## config.mk

```make
export PLATFORM = sky130hd
export DESIGN_NAME = bcd_downcount
export DESIGN_NICKNAME = d
export VERILOG_FILES = /design/src/rtl/bcd_downcount.sv
export SDC_FILE = /design/constraint.sdc
export NUM_CORES = 1
export LEC_CHECK = 0
export BUFFER_PORTS_ARGS = -buffer_cell sky130_fd_sc_hd__buf_2
export CORE_MARGIN = 8
export CORE_UTILIZATION = 40
export DETAILED_ROUTE_END_ITERATION = 10
export PLACE_DENSITY = 0.67
export SLEW_MARGIN = 20
export SYNTH_ARGS = -nofsm -noshare
export SYNTH_HDL_FRONTEND = slang
export SYNTH_SLANG_ARGS = --single-unit
```

## constraint.sdc

```tcl
create_clock -name clk -period 2 [get_ports clk]
set_input_delay 0.1 -clock clk [delete_from_list [all_inputs] [get_ports clk]]
set_output_delay 0.1 -clock clk [all_outputs]
set_load 0.01 [all_outputs]
```

## src/rtl/bcd_downcount.sv

```systemverilog
// bcd_downcount: loadable multi-digit BCD countdown timer with start/pause/resume.
// Decrements once every TICK_DIV cycles while running, with decimal borrow across digits.
// Pulses done on reaching zero and then holds at zero until the next load.
module bcd_downcount #(
  parameter int DIGITS   = 4,
  parameter int TICK_DIV = 1
) (
  input  logic                  clk,
  input  logic                  rst,
  input  logic                  load,
  input  logic [4*DIGITS-1:0]   load_val,
  input  logic                  start,
  input  logic                  pause,
  output logic [4*DIGITS-1:0]   count,
  output logic                  running,
  output logic                  done,
  output logic                  load_err
);

  localparam int W     = 4 * DIGITS;
  localparam int DIV_W = (TICK_DIV > 1) ? $clog2(TICK_DIV) : 1;

  typedef enum logic [1:0] {
    IDLE,
    RUN,
    PAUSED,
    EXPIRED
  } state_t;

  state_t             state, state_n;
  logic [W-1:0]       count_n;
  logic [DIV_W-1:0]   div, div_n;
  logic               done_n, load_err_n;
  logic [W-1:0]       dec_val;
  logic               tick;

  // True when every digit is 0..9.
  function automatic logic is_bcd(input logic [W-1:0] v);
    logic ok;
    ok = 1'b1;
    for (int unsigned i = 0; i < DIGITS; i++) begin
      if (v[4*i +: 4] > 4'd9) ok = 1'b0;
    end
    return ok;
  endfunction

  // Decimal decrement by one: a zero digit becomes 9 and borrows from the next one.
  function automatic logic [W-1:0] bcd_dec(input logic [W-1:0] v);
    logic [W-1:0] r;
    logic         borrow;
    logic [3:0]   d;
    r      = v;
    borrow = 1'b1;
    for (int unsigned i = 0; i < DIGITS; i++) begin
      d = v[4*i +: 4];
      if (borrow) begin
        if (d == 4'd0) begin
          d      = 4'd9;
          borrow = 1'b1;
        end else begin
          d      = d - 4'd1;
          borrow = 1'b0;
        end
      end
      r[4*i +: 4] = d;
    end
    return r;
  endfunction

  assign dec_val = bcd_dec(count);
  assign tick    = (div == DIV_W'(TICK_DIV - 1));
  assign running = (state == RUN);

  // Next-state, count, divider and pulse logic; priority is load > pause > start.
  always_comb begin
    state_n    = state;
    count_n    = count;
    div_n      = div;
    done_n     = 1'b0;
    load_err_n = 1'b0;
    if (load) begin
      if (is_bcd(load_val)) begin
        count_n = load_val;
        div_n   = '0;
        state_n = IDLE;
      end else begin
        load_err_n = 1'b1;
      end
    end else begin
      case (state)
        RUN: begin
          // The pause edge still counts as a running cycle, so a pause at P and
          // a resume at S stretch the total time by exactly S-P cycles.
          if (tick) begin
            div_n = '0;
            if (count != '0) begin
              count_n = dec_val;
              if (dec_val == '0) begin
                state_n = EXPIRED;
                done_n  = 1'b1;
              end
            end
          end else begin
            div_n = div + DIV_W'(1);
          end
          if (pause && (state_n == RUN)) state_n = PAUSED;
        end
        IDLE, PAUSED: begin
          if (!pause && start) begin
            if (count == '0) begin
              state_n = EXPIRED;
              done_n  = 1'b1;
            end else begin
              state_n = RUN;
              if (state == IDLE) div_n = '0;
            end
          end
        end
        default: begin
        end
      endcase
    end
  end

  // State, count, divider and pulse registers with synchronous active-low reset.
  always_ff @(posedge clk) begin
    if (!rst) begin
      state    <= IDLE;
      count    <= '0;
      div      <= '0;
      done     <= 1'b0;
      load_err <= 1'b0;
    end else begin
      state    <= state_n;
      count    <= count_n;
      div      <= div_n;
      done     <= done_n;
      load_err <= load_err_n;
    end
  end

endmodule

```

==> results_dict.tcl, run 1 <==
set metrics [dict create \
    die-area_mm2 0.00563 \
    clk_latency_ns 0.30 \
    clock-skew-final_ns 0.00297 \
    grt_usage_pct 17.2 \
    ys_top_cells_by_area "dfxtp_1 29%, nand2_1 5.7%, a21oi_1 4.7%, o21ai_0 4.7%, nor2_1 4.3%" \
    numCtsBuffers 3 \
    grt_pass1_vias 1650 \
    drc_errors 0 \
    drive_gt1_share_pct 46.0 \
    initial_core_util_pct 41.8 \
    portBuffers 39 \
    yosysSeqAreaShare_pct 28.7 \
    async_reset_ff_share_pct 0 \
    min_period_ns 2.00 \
    final_max_slew_viol_count 0 \
    ys_seq_elements 20 \
    num_vias 1659 \
    grt_remaining_overflow 0 \
    fin_crit_sh_pct 100 \
    ys_warn_count 0 \
    crit_path_start "count[7]$_SDFFE_PN0P_" \
    clockRootBuffer "clkbuf_4" \
    outcome "completed" \
    holdCritStartpoint "load_val[6]" \
    start_kind "flip-flop" \
    power.density_mw_per_mm2 632 \
    layout_common_cells "39 x buf_2, 39 x buf_4, 20 x nand2_1, 15 x nor2_1, 15 x dfxtp_1" \
    gp_congestion 0.929 \
    syn_nets 199 \
    synth_edf_count 0 \
    r2r_cells 6 \
    cts.sinks 20 \
    drv_cap 0 \
    area_growth_syn_to_layout_pct 42.7 \
    cp-end-kind "flip-flop" \
    antenna_found_initial 0 \
    setup_violations 0 \
    fmax_ghz 0.500 \
    r2r_end "count[3]$_SDFFE_PN0P_" \
    grt_pass1_wl_um 7620 \
    drtIter0Drc 119 \
    worstMarginPinSlew_ns 0.648 \
    grt_max_degree 28 \
    r2r_slack_ns 0.0008 \
    drt_pass1_iterations 4 \
    synth_cells 178 \
    ant_nets 0 \
    dp_hpwl_um 3590 \
    arrival_ns 2.20 \
    hold_path_class "input port to flip-flop" \
    post_drt_wl_per_cell_um 16.1 \
    netlist.area_leader.share_pct 28.7 \
    synth_largest_area_cell "dfxtp_1" \
    rsz0062_at_grt "true" \
    htree_levels 1 \
    worstSetupEndpoint "count[3]$_SDFFE_PN0P_" \
    hold_buffers 0 \
    cts.path.max_buffers 2 \
    clkSlewWorstSetupHoldPaths_ns 0.11 \
    irDropWorstVdd_mv 0.313 \
    final_core_utilization_pct 59.7 \
    ys.flop_type "dfxtp_1" \
    num_rows 21 \
    critPathKind "flip-flop to flip-flop" \
    synth_area_mm2 0.00140 \
    crit_path_cell_trace "or4_4, nor4_4, a2bb2oi_4, buf_12, nor2_2, o221a_1" \
    critPathMaxStageDelay_ns 0.55 \
    p_leak_nw 0.884 \
    final_area_mm2 0.00199 \
    finalHoldViolations 0 \
    relSlewSlack_pct 56.8 \
    die_h_um 75.1 \
    worst_path_max_delay_cell "or4_4" \
    num_antenna_cells 0 \
    die_x_um 75.1 \
    coreArea_mm2 0.00334 \
    place_area_mm2 0.00186 \
    cp.required_ns 2.20 \
    crit_fanout 9 \
    layout.nets 271 \
    drt_wl_total_um 4730 \
    reg2reg_from "count[7]$_SDFFE_PN0P_" \
    cts_tree "done" \
    io_pins 40 \
    syn_avg_cell_area_um2 7.84 \
    viasPerCell 5.64 \
    finalHoldWorstSlack_ns 0.0807 \
    ys_types 51 \
]
==> how the worst min path moves through the flow <==
stage	end	slack, ns	depth (start not counted)
2_1_floorplan	count[6]$_SDFFE_PN0P_	0.27	2
3_3_place_gp	count[6]$_SDFFE_PN0P_	0.39	3
3_5_place_dp	count[6]$_SDFFE_PN0P_	0.41	3
4_1_cts	count[6]$_SDFFE_PN0P_	0.08	3
5_1_grt	count[6]$_SDFFE_PN0P_	0.12	3
6_report	count[6]$_SDFFE_PN0P_	0.08	3
==> repair_timing <==
action,4_1_cts,5_1_grt
buffers inserted,4,2
setup endpoints to repair,6,18
pin swaps,4,6
gates resized for setup,6,8
==> cells in the mapped netlist (all sizes together), types with 3 or more instances <==
cell / count
nand2: 21
dfxtp: 20
nor2: 16
a21oi: 15
o21ai: 13
nor3: 10
clkbuf: 8
nand3: 7
nor4: 6
buf: 5
o31ai: 5
or4: 5
mux2i: 4
a211oi: 3
a31oi: 3
inv: 3
o211ai: 3
o21a: 3
==> critical path, delay by kind of cell, from the launching register on <==
| family | cells | cell delay [ns] |
|---|---|---|
| buf+inv | 1 | 0.14 |
| simple gates | 3 | 0.98 |
| compound gates | 2 | 0.42 |
| flops | 1 | 0.34 |
==> per-layer routing <==
layer	track usage [%]	routed length, µm
met3	2.13	303
met4	5.65	76
met1	22.4	2130
met2	28.1	2220
met5	0	0
==> metrics by stage <==
| step | worst slack (ns) | TNS, ns | cells | power (mW) |
|---|---|---|---|---|
| 3_5_place_dp | -0.0279 | -0.0627 | 285 | 1.00 |
| 3_3_place_gp | -0.0204 | -0.0204 | 285 | 0.999 |
| 5_1_grt | -0.0780 | -0.837 | 294 | 1.34 |
| 6_report | 0.000823 | 0 | 294 | 1.26 |
| 2_1_floorplan | -0.0161 | -0.0663 | 178 | 0.782 |
| 4_1_cts | -0.0153 | -0.0225 | 292 | 1.22 |
==> power by group <==
part | internal [mW] | leakage (nW) | total [mW] | switching (mW)
Combinational | 0.312 | 0.705 | 0.620 | 0.308
Clock | 0.0703 | 0.0138 | 0.195 | 0.124
Sequential | 0.425 | 0.165 | 0.444 | 0.0199
==> state kept, by name (all words and copies together) (netlist names) <==
signal / cells
count: 16
done: 1
load_err: 1
state: 2
==> area by class of cell <==
cell class	instances	area, µm²
fill	310	1350
multi-input combinational	142	973
timing repair buffer	80	519
sequential	20	407
tap	46	57.6
clock buffer	3	22.5
inverter	3	11.3
==> kinds of logic (layout without fill, tap and decap cells) <==
kind of cell | after synthesis | count (layout) | synth area share [%]
AND/OR/NAND/NOR | 80 | 80 | 33.1
AO/OA/AOI/OAI | 58 | 58 | 29.5
flip-flops | 20 | 20 | 28.7
buffers and inverters | 16 | 86 | 5.83
multiplexers | 4 | 4 | 2.87
(Power assumes the default switching activity.)
==> inputs of run 2 (changes only) <==
--- a/config.mk
+++ b/config.mk
@@ -9,7 +9,6 @@
 export CORE_MARGIN = 8
 export CORE_UTILIZATION = 40
 export DETAILED_ROUTE_END_ITERATION = 10
-export PLACE_DENSITY = 0.67
 export SLEW_MARGIN = 20
 export SYNTH_ARGS = -nofsm -noshare
 export SYNTH_HDL_FRONTEND = slang
==> constraint.sdc (replaced) <==
create_clock -name clk -period 2.03 [get_ports clk]
set_input_delay 0.1015 -clock clk [delete_from_list [all_inputs] [get_ports clk]]
set_output_delay 0.1015 -clock clk [all_outputs]
set_load 0.01 [all_outputs]
==> run 2 against run 1 <==
  * The flow now finishes with violations (setup timing)
  * Total power decreased by 3.4%
  * Utilization decreased by 2.7 points
  * Global-route usage increased by 1.1 points
  * Clock skew increased by 0.0029 ns
  * Count of clock-buffer cells in the layout unchanged
  * Design area decreased by 4.5%
  * Via count increased by 0.78%
  * Non-clock buffer count decreased by 6
  * First-iteration DRC count decreased by 10%
  * Wire length increased by 1.3%
  * Critical endpoint is now count[4]$_SDFFE_PN0P_
==> results_dict.tcl, run 2 (synthesized netlist as in run 1, its figures left out) <==
set metrics [dict create \
    worst_path_max_delay_cell "or4_4" \
    setup_violations 5 \
    grt_pass1_wl_um 7940 \
    grt_usage_pct 18.3 \
    irDropWorstVdd_mv 0.299 \
    post_drt_wl_per_cell_um 16.6 \
    start_kind "flip-flop" \
    r2r_slack_ns -0.03 \
    portBuffers 39 \
    area_growth_syn_to_layout_pct 36.2 \
    grt_remaining_overflow 0 \
    worstHoldPathCells 3 \
    antenna_found_initial 0 \
    drv_cap 0 \
    largest-register "count" \
    die_x_um 75.1 \
    power.density_mw_per_mm2 640 \
    grt_pass1_vias 1663 \
    initial_core_util_pct 41.8 \
    top_regs "count: 16 flops, state: 2 flops" \
    holdCritStartpoint "load_val[6]" \
    htree_levels 1 \
    crit_path_cell_trace "or4_4, nor4_4, a2bb2oi_4, buf_12, nor2_2, buf_4, o32ai_1" \
    place_ws_ns -0.00399 \
    finalHoldViolations 0 \
    critPathKind "flip-flop to flip-flop" \
    r2r_end "count[4]$_SDFFE_PN0P_" \
    wl_met2_um 2250 \
    fill_cells 331 \
    final_max_slew_viol_count 0 \
    cts.sinks 20 \
    coreArea_mm2 0.00334 \
    layout_common_cells "39 x buf_2, 33 x buf_4, 21 x nand2_1, 15 x nor2_1" \
    layout_setup_ws_ns -0.0300 \
    die-area_mm2 0.00563 \
    arrival_ns 2.27 \
    clock-skew-final_ns 0.00590 \
    num_antenna_cells 0 \
    drt_pass1_iterations 4 \
    drtIter0Drc 107 \
    min_period_ns 2.06 \
    r2r_cells 7 \
    cts_tree "done" \
    route.met3.wl_um 308 \
    numCtsBuffers 3 \
    outcome "finished with violations" \
    drt_wl_total_um 4790 \
    violations "setup timing" \
    critPathMaxStageDelay_ns 0.56 \
    relSlewSlack_pct 59.0 \
    power.total_mw 1.22 \
    cp-end-kind "flip-flop" \
    layout_commonest_cell "buf_2" \
    fin_crit_sh_pct 101 \
    cp.required_ns 2.24 \
    min_to "count[6]$_SDFFE_PN0P_" \
    clk_latency_ns 0.31 \
    grt_max_degree 20 \
    crit_fanout 8 \
    fin_tns_setup_ns -0.100 \
    layout.nets 265 \
    largest_reg_flops 16 \
    drt-met1-wl_um 2170 \
    gp_congestion 0.901 \
    hold_path_class "input port to flip-flop" \
    viasPerCell 5.81 \
    worstMarginPinSlew_ns 0.615 \
    die_h_um 75.1 \
    num_vias 1672 \
    clockRootBuffer "clkbuf_4" \
    top_layer "met4" \
    reg2reg_from "count[1]$_SDFFE_PN0P_" \
    clkSlewWorstSetupHoldPaths_ns 0.11 \
    drc_errors 0 \
    cts.path.max_buffers 2 \
    ant_nets 0 \
    drive_gt1_share_pct 43.0 \
    rsz0062_at_grt "true" \
    p_leak_nw 0.842 \
    io_pins 40 \
    dp_hpwl_um 3780 \
    fmax_ghz 0.485 \
    num_rows 21 \
]
==> run 2: worst max-delay path by stage <==
stage	to	start	cells after the start
2_1_floorplan	count[3]$_SDFFE_PN0P_	count[1]$_SDFFE_PN0P_	6
3_3_place_gp	count[3]$_SDFFE_PN0P_	count[1]$_SDFFE_PN0P_	6
3_5_place_dp	count[13]$_SDFFE_PN0P_	count[1]$_SDFFE_PN0P_	6
4_1_cts	count[4]$_SDFFE_PN0P_	count[1]$_SDFFE_PN0P_	7
5_1_grt	count[4]$_SDFFE_PN0P_	count[1]$_SDFFE_PN0P_	7
6_report	count[4]$_SDFFE_PN0P_	count[1]$_SDFFE_PN0P_	7
==> run 2: final cells by class <==
type	count	area (µm²)	share of cell area (%)
Clock buffer	3	22.5	1.18
Timing Repair Buffer	74	474	25.0
Inverter	3	11.3	0.592
Sequential cell	20	409	21.5
Multi-Input combinational cell	142	926	48.7
Tap cell	46	57.6	3.03
==> run 2: worst max-delay path: cells and delay by family, from the launching register on <==
kind,cells,cell delay [ns]
buf+inv,2,0.26
flops,1,0.37
compound gates,2,0.34
simple gates,3,0.99
==> run 2: per-layer routing <==
layer	GRT usage [%]	up-vias
met4	6.74	0
li1	-	804
met5	0	-
met1	23.9	801
met3	3.20	7
met2	28.9	60
==> run 2: power by group <==
part | leakage, nW | internal [mW] | switching [mW]
Clock | 0.0138 | 0.0694 | 0.133
Combinational | 0.662 | 0.282 | 0.288
Sequential | 0.166 | 0.419 | 0.0259
Total | 0.842 | 0.770 | 0.447
==> run 2: timing repair <==
action                                  in CTS  in global routing
endpoints found under the setup margin       6                 17
pin swaps                                    3                  2
hold buffers                                 0                  0
buffers inserted                             2                  0
resized for setup                            6                  2
==> run 2: metrics by stage <==
step	hold WS [ns]	cells	instance area [µm²]	util (%)
3_5_place_dp	0.403	283	1840	55.2
6_report	0.0840	288	1900	57.0
3_3_place_gp	0.392	283	1840	55.2
2_1_floorplan	0.274	178	1400	-
4_1_cts	0.0775	288	1890	56.7
5_1_grt	0.106	288	1900	57.0
==> inputs of run 3 (changes only) <==
--- a/config.mk
+++ b/config.mk
@@ -9,6 +9,7 @@
 export CORE_MARGIN = 8
 export CORE_UTILIZATION = 40
 export DETAILED_ROUTE_END_ITERATION = 10
+export PLACE_DENSITY = 0.67
 export SLEW_MARGIN = 20
 export SYNTH_ARGS = -nofsm -noshare
 export SYNTH_HDL_FRONTEND = slang
==> constraint.sdc (replaced) <==
create_clock -name clk -period 1.8 [get_ports clk]
set_input_delay 0.09 -clock clk [delete_from_list [all_inputs] [get_ports clk]]
set_output_delay 0.09 -clock clk [all_outputs]
set_load 0.01 [all_outputs]
==> run 3 against run 2 <==
  * The flow still finishes with violations (setup timing)
  * First-iteration DRC count increased by 22%
  * Via count increased by 8.5%
  * Largest power group unchanged
  * Largest cell class unchanged
  * Critical path depth unchanged
  * Sequential share of layout area decreased by 3.6 points
  * Maximum frequency about the same
  * Clock power increased by 41%
  * Utilization increased by 11 points
  * Die area unchanged
  * Count of clock-buffer cells in the layout increased by 1
  * Worst setup slack got worse by 0.23 ns
  * Hold slack got worse by 0.043 ns
  * Register-to-register slack got worse by 0.23 ns
==> results_dict.tcl, run 3 (synthesized netlist as in run 1, its figures left out) <==
set metrics [dict create \
    min_to "count[0]$_SDFFE_PN0P_" \
    start_kind "flip-flop" \
    critPathKind "flip-flop to flip-flop" \
    relSlewSlack_pct 56.2 \
    cts_tree "done" \
    holdCritStartpoint "load_val[0]" \
    place_area_mm2 0.00198 \
    hold_buffers 0 \
    p_leak_nw 1.03 \
    final_area_mm2 0.00228 \
    clkSlewWorstSetupHoldPaths_ns 0.13 \
    dp_hpwl_um 3760 \
    die-area_mm2 0.00563 \
    cts.sinks 20 \
    post_drt_wl_per_cell_um 17.2 \
    worstHoldPathCells 3 \
    largest_reg_flops 16 \
    grt_pass1_wl_um 8650 \
    violations "setup timing" \
    io_pins 40 \
    num_vias 1814 \
    grt_remaining_overflow 0 \
    r2r_cells 7 \
    power.density_mw_per_mm2 730 \
    cts.path.max_buffers 2 \
    layout.nets 294 \
    clk_latency_ns 0.32 \
    cp-end-kind "flip-flop" \
    die_h_um 75.1 \
    num_antenna_cells 0 \
    min_period_ns 2.06 \
    internal-power_mw 1.06 \
    fmax_ghz 0.485 \
    combPwrFrac_pct 53.4 \
    gp_congestion 0.839 \
    grt_usage_pct 19.7 \
    cp.required_ns 2.03 \
    reg2reg_from "count[2]$_SDFFE_PN0P_" \
    layout_commonest_cell "buf_4" \
    coreArea_mm2 0.00334 \
    viasPerCell 5.70 \
    setup_violations 19 \
    crit_fanout 9 \
    drv_cap 0 \
    outcome "finished with violations" \
    r2r_end "count[3]$_SDFFE_PN0P_" \
    drt_wl_total_um 5480 \
    p_clk_share_pct 17.2 \
    drc_errors 0 \
    area_growth_syn_to_layout_pct 63.2 \
    grt_max_degree 23 \
    finalHoldViolations 0 \
    arrival_ns 2.29 \
    rsz0062_at_grt "true" \
    top_regs "count: 16 flops, state: 2 flops" \
    initial_core_util_pct 41.8 \
    largest-register "count" \
    grt_pass1_vias 1827 \
    layout_setup_ws_ns -0.262 \
    switching_share_pct 36.4 \
    htree_levels 1 \
    final_max_slew_viol_count 0 \
    ant_nets 0 \
    layout_common_cells "57 x buf_4, 40 x buf_2, 20 x nand2_1, 16 x dfxtp_1, 15 x nor2_1" \
    switching_power_mw 0.606 \
    antenna_found_initial 0 \
    fin_tns_setup_ns -3.84 \
    hold_path_class "input port to flip-flop" \
    worstMarginPinSlew_ns 0.657 \
    numCtsBuffers 3 \
    drive_gt1_share_pct 54.0 \
    drt_pass1_iterations 4 \
    clockRootBuffer "clkbuf_4" \
    irDropWorstVdd_mv 0.416 \
    power_frac_seq_pct 29.4 \
    die_x_um 75.1 \
    num_rows 21 \
    r2r_slack_ns -0.26 \
    portBuffers 39 \
    drtIter0Drc 131 \
    clock-skew-final_ns 0.00941 \
    fin_crit_sh_pct 115 \
]
[run 3: changes by cell type in the layout (fill, tap and decap cells not counted), moves of 4 or more]
cell,previous run,this run
buf_6,1,5
nor3_1,9,5
dfxtp_2,7,3
buf_4,33,57
[run 3: area by class of cell]
class,count,area (µm²)
Clock buffer,4,36.3
Fill cell,289,1060
Inverter,3,11.3
Multi-Input combinational cell,142,1060
Sequential cell,20,408
Tap cell,46,57.6
Timing Repair Buffer,103,704
[run 3: power by group through the flow]
| stage | sequential, mW | clock (mW) | combinational [mW] |
|---|---|---|---|
| finish | 0.489 | 0.285 | 0.888 |
| global route | 0.492 | 0.310 | 0.953 |
| CTS | 0.488 | 0.287 | 0.794 |
| detailed placement | 0.498 | 0 | 0.677 |
| global placement | 0.497 | 0 | 0.673 |
| floorplan | 0.523 | 0 | 0.351 |
[run 3: repair_timing]
item | in CTS | in global routing
pin swaps | 11 | 6
resized for setup | 18 | 14
gates cloned | 0 | 1
buffers inserted | 8 | 3
endpoints found under the setup margin | 19 | 19
[run 3: worst max path at each step]
stage | cells past startpoint | slack [ns] | from | to
after floorplan | 6 | -0.22 | count[1]$_SDFFE_PN0P_ | count[3]$_SDFFE_PN0P_
after global placement | 6 | -0.23 | count[1]$_SDFFE_PN0P_ | count[4]$_SDFFE_PN0P_
after detailed placement | 6 | -0.27 | count[0]$_SDFFE_PN0P_ | count[10]$_SDFFE_PN0P_
after CTS | 6 | -0.20 | count[1]$_SDFFE_PN0P_ | count[3]$_SDFFE_PN0P_
after global routing | 8 | -0.33 | count[2]$_SDFFE_PN0P_ | count[10]$_SDFFE_PN0P_
final | 7 | -0.26 | count[2]$_SDFFE_PN0P_ | count[3]$_SDFFE_PN0P_
[run 3: worst max-delay path, stage by stage (launching register included)]
cell and delay, ns:
dfxtp_2 0.37, or4_4 0.56, nor4_4 0.28, buf_4 0.17, a2bb2oi_4 0.17, buf_12 0.14
nor2_2 0.05, o221a_1 0.23
[run 3: per-stage QoR]
step	hold WS (ns)	std cells	setup WS, ns	util (%)	power (mW)
2_1_floorplan	0.263	178	-0.216	-	0.874
3_3_place_gp	0.390	302	-0.231	59.4	1.17
3_5_place_dp	0.389	302	-0.274	59.4	1.17
4_1_cts	0.0380	314	-0.200	65.1	1.57
5_1_grt	0.0639	318	-0.333	68.2	1.76
6_report	0.0405	318	-0.262	68.2	1.66
[run 3: routing by layer]
metal / part of all wire (%) / up-vias / global-route usage (%)
li1: - / 864 / -
met1: 42 / 857 / 24.2
met2: 47 / 79 / 32.1
met3: 8.0 / 14 / 4.79
met4: 2.3 / 0 / 7.61
met5: 0 / - / 0
